### src/rtl/irq_watchdog_ctrl.sv
// Periodic IRQ generator with a missed-acknowledge watchdog that pulses a CPU reset.
// Timebase ticks every IRQ_PERIOD Ce strobes; WDOG_LIMIT unkicked ticks fire a RST_CYCLES-long reset.
module irq_watchdog_ctrl #(
    parameter int unsigned IRQ_PERIOD = 1024,
    parameter int unsigned WDOG_LIMIT = 8,
    parameter int unsigned RST_CYCLES = 16
) (
    input  logic       Clk,
    input  logic       Reset,
    input  logic       Ce,
    input  logic       Irq_ack,
    input  logic       Wdog_kick,
    input  logic       Wdog_en,
    output logic       Irq_n,
    output logic       Cpu_reset,
    output logic [7:0] Wdog_count
);

    localparam logic [15:0] DIV_LAST  = 16'(IRQ_PERIOD - 1);
    localparam logic [7:0]  CNT_LAST  = 8'(WDOG_LIMIT - 1);
    localparam logic [7:0]  FIRE_LAST = 8'(RST_CYCLES - 1);

    typedef enum logic [1:0] {
        IDLE = 2'd0,
        RUN  = 2'd1,
        FIRE = 2'd2
    } wd_state_e;

    logic [15:0] div_q, div_d;
    logic        tick;
    logic        irq_q, irq_d;
    logic        fire_enter;
    wd_state_e   state_q;
    logic [7:0]  cnt_q;
    logic [7:0]  fire_cnt_q;
    logic        cpu_reset_q;

    always_comb begin
        tick  = Ce && (div_q == DIV_LAST);
        div_d = div_q;
        if (Ce) begin
            div_d = tick ? 16'd0 : div_q + 16'd1;
        end
    end

    // A kick or a dropped enable in the same cycle pre-empts the fire.
    assign fire_enter = (state_q == RUN) && Wdog_en && !Wdog_kick && tick && (cnt_q == CNT_LAST);

    // Clearing on the entry cycle keeps Irq_n high for the whole reset pulse.
    always_comb begin
        irq_d = irq_q;
        if ((state_q == FIRE) || fire_enter) begin
            irq_d = 1'b0;
        end else if (tick) begin
            irq_d = 1'b1;
        end else if (Irq_ack) begin
            irq_d = 1'b0;
        end
    end

    always_ff @(posedge Clk) begin
        if (Reset) begin
            div_q <= 16'd0;
            irq_q <= 1'b0;
        end else begin
            div_q <= div_d;
            irq_q <= irq_d;
        end
    end

    always_ff @(posedge Clk) begin
        if (Reset) begin
            state_q     <= IDLE;
            cnt_q       <= 8'd0;
            fire_cnt_q  <= 8'd0;
            cpu_reset_q <= 1'b0;
        end else begin
            case (state_q)
                IDLE: begin
                    cnt_q <= 8'd0;
                    if (Wdog_en) begin
                        state_q <= RUN;
                    end
                end
                RUN: begin
                    if (!Wdog_en) begin
                        state_q <= IDLE;
                        cnt_q   <= 8'd0;
                    end else if (Wdog_kick) begin
                        cnt_q <= 8'd0;
                    end else if (fire_enter) begin
                        state_q     <= FIRE;
                        cnt_q       <= 8'd0;
                        fire_cnt_q  <= 8'd0;
                        cpu_reset_q <= 1'b1;
                    end else if (tick) begin
                        cnt_q <= cnt_q + 8'd1;
                    end
                end
                FIRE: begin
                    // Enable is only sampled on the way out of the reset pulse.
                    if (fire_cnt_q == FIRE_LAST) begin
                        cpu_reset_q <= 1'b0;
                        cnt_q       <= 8'd0;
                        fire_cnt_q  <= 8'd0;
                        state_q     <= Wdog_en ? RUN : IDLE;
                    end else begin
                        fire_cnt_q <= fire_cnt_q + 8'd1;
                    end
                end
                default: begin
                    state_q     <= IDLE;
                    cnt_q       <= 8'd0;
                    fire_cnt_q  <= 8'd0;
                    cpu_reset_q <= 1'b0;
                end
            endcase
        end
    end

    assign Irq_n      = ~irq_q;
    assign Cpu_reset  = cpu_reset_q;
    assign Wdog_count = cnt_q;

endmodule

### config.mk
export PLATFORM = sky130hd
export DESIGN_NAME = irq_watchdog_ctrl
export DESIGN_NICKNAME = d
export VERILOG_FILES = /design/src/rtl/irq_watchdog_ctrl.sv
export SDC_FILE = /design/constraint.sdc
export NUM_CORES = 1
export LEC_CHECK = 0
export BUFFER_PORTS_ARGS = -buffer_cell sky130_fd_sc_hd__buf_2
export CORE_ASPECT_RATIO = 0.6
export CORE_UTILIZATION = 61
export DETAILED_ROUTE_END_ITERATION = 7
export PLACE_DENSITY = 0.82
export SYNTH_ARGS = -nofsm -noshare
export SYNTH_HDL_FRONTEND = slang
export SYNTH_SLANG_ARGS = --single-unit
### constraint.sdc
create_clock -name Clk -period 4.35 [get_ports Clk]
set_input_delay 0.2175 -clock Clk [delete_from_list [all_inputs] [get_ports Clk]]
set_output_delay 0.2175 -clock Clk [all_outputs]
set_load 0.05 [all_outputs]
==> results of run 1 <==
stage by stage:
step,power [uW],setup WS [ns]
3_3_place_gp,355.9,2.325
3_5_place_dp,357.4,2.184
5_1_grt,692.1,1.964
2_1_floorplan,351.2,2.479
4_1_cts,673.5,2.151
6_report,673.6,2.128
synthesized netlist by cell type, types with 2 or more instances:
cell and n:
dfxtp_1 36, nor2_1 31, nand2_1 17, a21oi_1 10
xor2_1 10, nand4_1 9, nand3_1 8, o21ai_0 7
a311oi_1 6, inv_1 6, xnor2_1 6, clkbuf_1 5
nand2b_1 5, or3_1 5, and4_1 4, ha_1 3
nor3_1 3, a211oi_1 2, mux2_2 2, nand3b_1 2
nor4_1 2, o21ai_4 2, or4_4 2
registers in the layout, indices dropped and copies added (netlist names):
signal / count
state_q: 2
div_q: 16
Wdog_count: 8
irq_q: 1
Cpu_reset: 1
fire_cnt_q: 8
logic make-up after synthesis:
family / synth area share, %
adder cells (fa/ha/maj): 2.174
multiplexers: 1.304
XOR/XNOR: 8.116
AO/OA/AOI/OAI: 15.44
AND/OR/NAND/NOR: 28.84
buffers and inverters: 2.391
flip-flops: 41.74
worst paths after layout:
| kind | from | to | slack (ns) | depth (start not counted) |
|---|---|---|---|---|
| max | div_q[7] | state_q[0] | 2.13 | 5 |
| min | Wdog_en | state_q[0] | 0.22 | 2 |
| max reg2reg | div_q[7] | state_q[0] | 2.13 | 5 |
| min reg2reg | Wdog_count[1] | Wdog_count[1] | 0.49 | 2 |
layout make-up:
type                    instances  area [um^2]  share of cell area, %
repair buffers                 15        75.07                  3.851
multi-input cells             152        964.7                  49.49
clock inverters                 1        30.03                  1.540
well taps                      32        40.04                  2.054
inverters                       6        22.52                  1.155
clock buffers                   7        96.34                  4.942
flip-flops and latches         36        720.7                  36.97
where the power goes:
part	internal, uW	total, uW	switching, uW
Sequential	331	334	2.12
Clock	202	324	121
Combinational	5.75	16.6	10.8
critical path, cell delays in order (launching register included):
cell	delay, ns
dfxtp_1	0.41
nor4bb_1	0.43
nand4_1	0.42
o31ai_4	0.56
mux2_2	0.23
nor3b_1	0.04
metal layers:
layer  up-vias  track usage (%)
li1        748                -
met1       727            37.54
met2        66            44.04
met3        11            10.21
met4         0            9.200
met5         -                0
==> summary.txt, run 1 <==
Status
  • Status: finished with violations
  • Failing checks: DRC

Detailed routing
  • Total Wirelength: ~4 mm
  • DRC viols: 2
  • DR WL met2: approximately 1.7 mm
  • DR top layer: met4
  • DR WL met3: 247 um
  • Drt via density: between 6 and 7
  • Total number of vias: 1,552
  • Antenna viol nets, final: 0
  • Post-DR wirelength/cell: roughly 16 um
  • DRT iter0 DRCs: approximately 120
  • Drt pass-1 iters: 6
  • Metal-1 WL: between 1.5 and 2 mm

Floorplan
  • Num rows: 14
  • I/O pin total: 16
  • Initial Util: 66.60%
  • Core ar.: 2592 um^2
  • Die Height: between 40 and 50 um
  • Die area: slightly above 3000 um^2
  • Die Wd: 70.69 um

Synth
  • Seq cells post-synth: 36
  • Avg Inst Size Synth: ~8.7 um^2
  • Synthesized instance count: about 200
  • Async set-reset flop share out of synthesis: 0%
  • Yosys cell types: 39
  • Synth Flop Type: dfxtp_1
  • Mapped Area: between 1500 and 2000 um^2
  • Post-Syn Nets: 208
  • Post-synth top area share: about two fifths
  • Top cells by area, synth: dfxtp_1, nor2_1, xor2_1, nand2_1, nand4_1
  • Sequential area share after synthesis: around two fifths
  • Synth area leader: dfxtp_1
  • EDFF count, synth: 0
  • Synth Warn #: 0

Placed design
  • PortBufs: 15
  • GP Congestion: 0.8545
  • Hpwl dp: 2.743 mm
  • Placed Instances: 241
  • Placed Area: 1823 um^2

Worst setup path
  • Critical Path RT: around 4.5 ns
  • CP arrival: approximately 2.4 ns
  • Critical path capture point type: flop
  • Critical path type: flop to flop
  • Critical path startpoint category: flop
  • CP Max Fanout: 9

CTS
  • Sink Count: 36
  • Clock slew at reported path FFs: 0.07 ns
  • Worst-skew pair later-pin latency: between 0.2 and 0.3 ns
  • Root Buffer: clkbuf_8
  • Hold_buf cts: 0
  • Htree depth: 2
  • CTS Buf Count: 5
  • CTS tree: built
  • CTS resizes: 0
  • CTS Buffer Depth: 2
  • Post-CTS Setup Repair Bufs: 0

Power
  • Lkg Pwr: 0.0006522 uW
  • VDD IR max: 208.0 uV
  • PwrDens: ~350 nW/um^2

Global route
  • Largest net degree at the start of global routing: 21
  • Global route total overflow: 0
  • All-Layer GR Usage: between 20% and 30%
  • First-pass GRT wire length: roughly 6.7 mm
  • Initial antenna violation count: 0
  • Vias in the first global route: approximately 1,400

STA
  • Final Cycle Share: roughly 50%
  • Fmax: ~450 MHz
  • Period minus WS final: 2.222 ns
  • Hold Violations, Final: 0
  • Hold Slack: around 0.22 ns
  • TNS Setup: 0 ns
  • Slew Viols, Final: 0
  • # setup viols final: 0
  • Clk_skew: 0.005701 ns
  • Slew HR: 57.73%
  • Worst Tran Pin Value: ~0.63 ns
  • RSZ-0062 raised after global routing: false

Cells and area
  • Number of diodes: 0
  • Fin util: about three quarters
  • Most frequent cells in the layout: dfxtp_1, nor2_1, nand2_1, buf_2
  • Non-Filler Instances: roughly 250
  • Final net count: between 200 and 250
  • P&R area growth vs syn: 12.90%
  • Filler cells: about 180
  • Post-route cell area: 1949 um^2
  • Fraction of layout instances using a drive strength above 1: 15.67%
  • Most common cell after layout, fill and taps aside: dfxtp_1

Flow run
  • Max-cap check violation count: 0

Min path
  • Worst min-delay path class: input pin to flop
(Power assumes the default switching activity.)
==> inputs of run 2 (changes only) <==
--- a/config.mk
+++ b/config.mk
@@ -7,9 +7,9 @@
 export LEC_CHECK = 0
 export BUFFER_PORTS_ARGS = -buffer_cell sky130_fd_sc_hd__buf_2
 export CORE_ASPECT_RATIO = 0.6
-export CORE_UTILIZATION = 61
+export CORE_UTILIZATION = 52
 export DETAILED_ROUTE_END_ITERATION = 7
-export PLACE_DENSITY = 0.82
+export PLACE_DENSITY = 0.74
 export SYNTH_ARGS = -nofsm -noshare
 export SYNTH_HDL_FRONTEND = slang
 export SYNTH_SLANG_ARGS = --single-unit
==> constraint.sdc (replaced) <==
create_clock -name Clk -period 1.85 [get_ports Clk]
set_input_delay 0.0925 -clock Clk [delete_from_list [all_inputs] [get_ports Clk]]
set_output_delay 0.0925 -clock Clk [all_outputs]
set_load 0.05 [all_outputs]
==> summary.txt, run 2 (same netlist as run 1, synthesis figures left out) <==
Power
  • Reg power frac: 58.1% (+8.6 points)
  • P_sw: 291.0 uW (+120%)
  • Sw Share: 21.58% (+1.7 points)
  • PwrDens: 638.4 nW/um^2 (+85%)
  • Part of the power in the clock network: 38.2% (-9.8 points)
  • Lkg Pwr: 0.0007461 uW (+14%)
  • VDD IR max: 399.6 uV (+92%)
  • Internal power: 1057 uW (+96%)
  • Combinational share of power: 3.7% (+1.2 points)

Placed design
  • PortBufs: 15 (unchanged)
  • GP Congestion: 0.8131 (-4.8%)
  • Place WS: -0.02194 ns (-2.206 ns)
  • Hpwl dp: 2.745 mm (about the same)

Cells and area
  • Most flop-heavy register: div_q
  • Number of diodes: 0 (unchanged)
  • P&R area growth vs syn: 22.32%
  • Final net count: 246 (+9.3%)
  • Fraction of layout instances using a drive strength above 1: 26.16% (+10 points)
  • Number of flip-flops in the largest register: 16 (unchanged)
  • Filler cells: 238 (+31%)
  • Most frequent cells in the layout: dfxtp_1, nor2_1, buf_4, nand2_1, buf_2
  • Most common cell after layout, fill and taps aside: dfxtp_1

CTS
  • CTS Buffer Depth: 2 (unchanged)
  • Worst-skew pair later-pin latency: 0.28 ns (about the same)
  • Clock slew at reported path FFs: 0.07 ns (about the same)
  • Root Buffer: clkbuf_8
  • Htree depth: 2 (unchanged)
  • CTS tree: built
  • Sink Count: 36 (unchanged)
  • CTS Buf Count: 5 (unchanged)

Worst setup path
  • CP Max Fanout: 4 (-5)
  • FF-to-FF Start: fire_cnt_q[4]
  • Critical-path cell list: or4_4 > o21ai_4 > o21ai_4 > or4_4 > a21oi_2
  • Critical path capture point type: flop
  • Crit path largest cell delay: 0.54 ns (-0.02 ns)
  • Critical path startpoint category: flop
  • Crit-path slowest cell: or4_4
  • Critical path type: flop to flop
  • R2R Path End: Wdog_count[5]
  • Reg2Reg Depth: 5 (unchanged)
  • R2R setup slack: -0.0008 ns (-2.13 ns)
  • Critical Path RT: 2.07 ns (-2.45 ns)
  • CP arrival: 2.07 ns (-0.32 ns)

Detailed routing
  • Post-DR wirelength/cell: 13.66 um (-13%)
  • Total number of vias: 1,559 (+0.45%)
  • Drt via density: 5.588 (-10%)
  • DRT iter0 DRCs: 97 (-21%)
  • DRC viols: 0 (-2)
  • Drt pass-1 iters: 4 (-2)
  • Antenna viol nets, final: 0 (unchanged)
  • Total Wirelength: 3.810 mm (-2.1%)

Global route
  • Global route total overflow: 0 (unchanged)
  • Vias in the first global route: 1,386 (-3.8%)
  • Largest net degree at the start of global routing: 21 (unchanged)
  • First-pass GRT wire length: 6.154 mm (-8.0%)
  • All-Layer GR Usage: 22.68% (-5.9 points)
  • Initial antenna violation count: 0 (unchanged)

Floorplan
  • Die Height: 46.64 um (+7.9%)
  • Initial Util: 57.50% (-9.1 points)
  • Core ar.: 3003 um^2 (+16%)
  • Num rows: 15 (+1)
  • I/O pin total: 16 (unchanged)
  • Die area: 3562 um^2 (+17%)
  • Die Wd: 76.39 um (+8.1%)

Status
  • Status: finished with violations
  • Failing checks: setup timing

STA
  • TNS Setup: -0.0007878 ns (-0.0007878 ns)
  • RSZ-0062 raised after global routing: true
  • Final Cycle Share: 100.0% (+49 points)
  • # setup viols final: 1 (+1)
  • Fmax: 540.3 MHz (+20%)
  • Worst Tran Pin Value: 0.3723 ns (-0.2604 ns)
  • Slew HR: 75.11% (+17 points)
  • Hold Violations, Final: 0 (unchanged)
  • Clk_skew: 0.007263 ns (+0.001562 ns)
  • Period minus WS final: 1.851 ns (-0.3710 ns)
  • PnR worst setup slack: -0.0007878 ns (-2.129 ns)
  • Slew Viols, Final: 0 (unchanged)

Min path
  • Worst hold path endpoint: state_q[0]
  • Hold_sp: Wdog_en
  • Hold path depth: 2 (unchanged)
  • Worst min-delay path class: input pin to flop

Flow run
  • Max-cap check violation count: 0 (unchanged)
run 2: changes by cell type in the layout (fill, tap and decap cells not counted), sizes merged:
cell | previous run | this run
clkbuf | 7 | 6
buf | 15 | 36
bufinv | 1 | 0
clkinv | 0 | 1
run 2: how the worst max path moves through the flow:
| stage | startpoint | end | depth (start not counted) |
|---|---|---|---|
| after global routing | fire_cnt_q[4] | Wdog_count[6] | 6 |
| after global placement | fire_cnt_q[7] | Wdog_count[5] | 5 |
| after floorplan | fire_cnt_q[7] | Wdog_count[5] | 5 |
| after detailed placement | div_q[0] | Wdog_count[0] | 6 |
| after CTS | fire_cnt_q[7] | Wdog_count[5] | 5 |
| final | fire_cnt_q[4] | Wdog_count[5] | 5 |
run 2: power groups by stage:
stage	Clock (uW)	Combinational [uW]	Sequential, uW
4_1_cts	527	49.1	783
3_5_place_dp	0	48.9	801
2_1_floorplan	0	23.7	802
5_1_grt	569	54.1	783
6_report	516	49.4	783
3_3_place_gp	0	46.9	801
run 2: layout make-up:
type | count | area [um^2] | area share, %
clock buffers | 6 | 72.57 | 3.436
clock inverters | 1 | 5.005 | 0.2370
inverters | 6 | 22.52 | 1.066
multi-input cells | 152 | 985.9 | 46.68
flip-flops and latches | 36 | 724.4 | 34.30
well taps | 42 | 52.55 | 2.488
repair buffers | 36 | 249.0 | 11.79
run 2: worst max-delay path, delay by kind of cell, from the launching register on:
family | cells | cell delay (ns)
simple gates | 2 | 1.03
flops | 1 | 0.34
compound gates | 3 | 0.43
run 2: through the flow:
stage	hold slack (ns)	power (uW)	util [%]	instance area, um^2	cells
floorplan	0.2444	826.0	-	1729	199
global placement	0.3777	847.4	66.63	2001	271
detailed placement	0.3861	849.8	66.63	2001	271
CTS	0.08787	1360	69.46	2086	279
global route	0.08309	1406	70.33	2112	279
finish	0.08741	1348	70.33	2112	279
run 2: layer usage:
metal	routed length (um)	GRT usage (%)
met2	1696	36.76
met5	0	0
met3	177	6.139
met1	1891	29.85
met4	44	7.692
run 2: repair_timing:
action,in CTS,in global routing
setup buffers,1,0
gates resized for setup,1,8
pin swaps,0,2
setup endpoints to repair,3,8
hold buffers,0,0
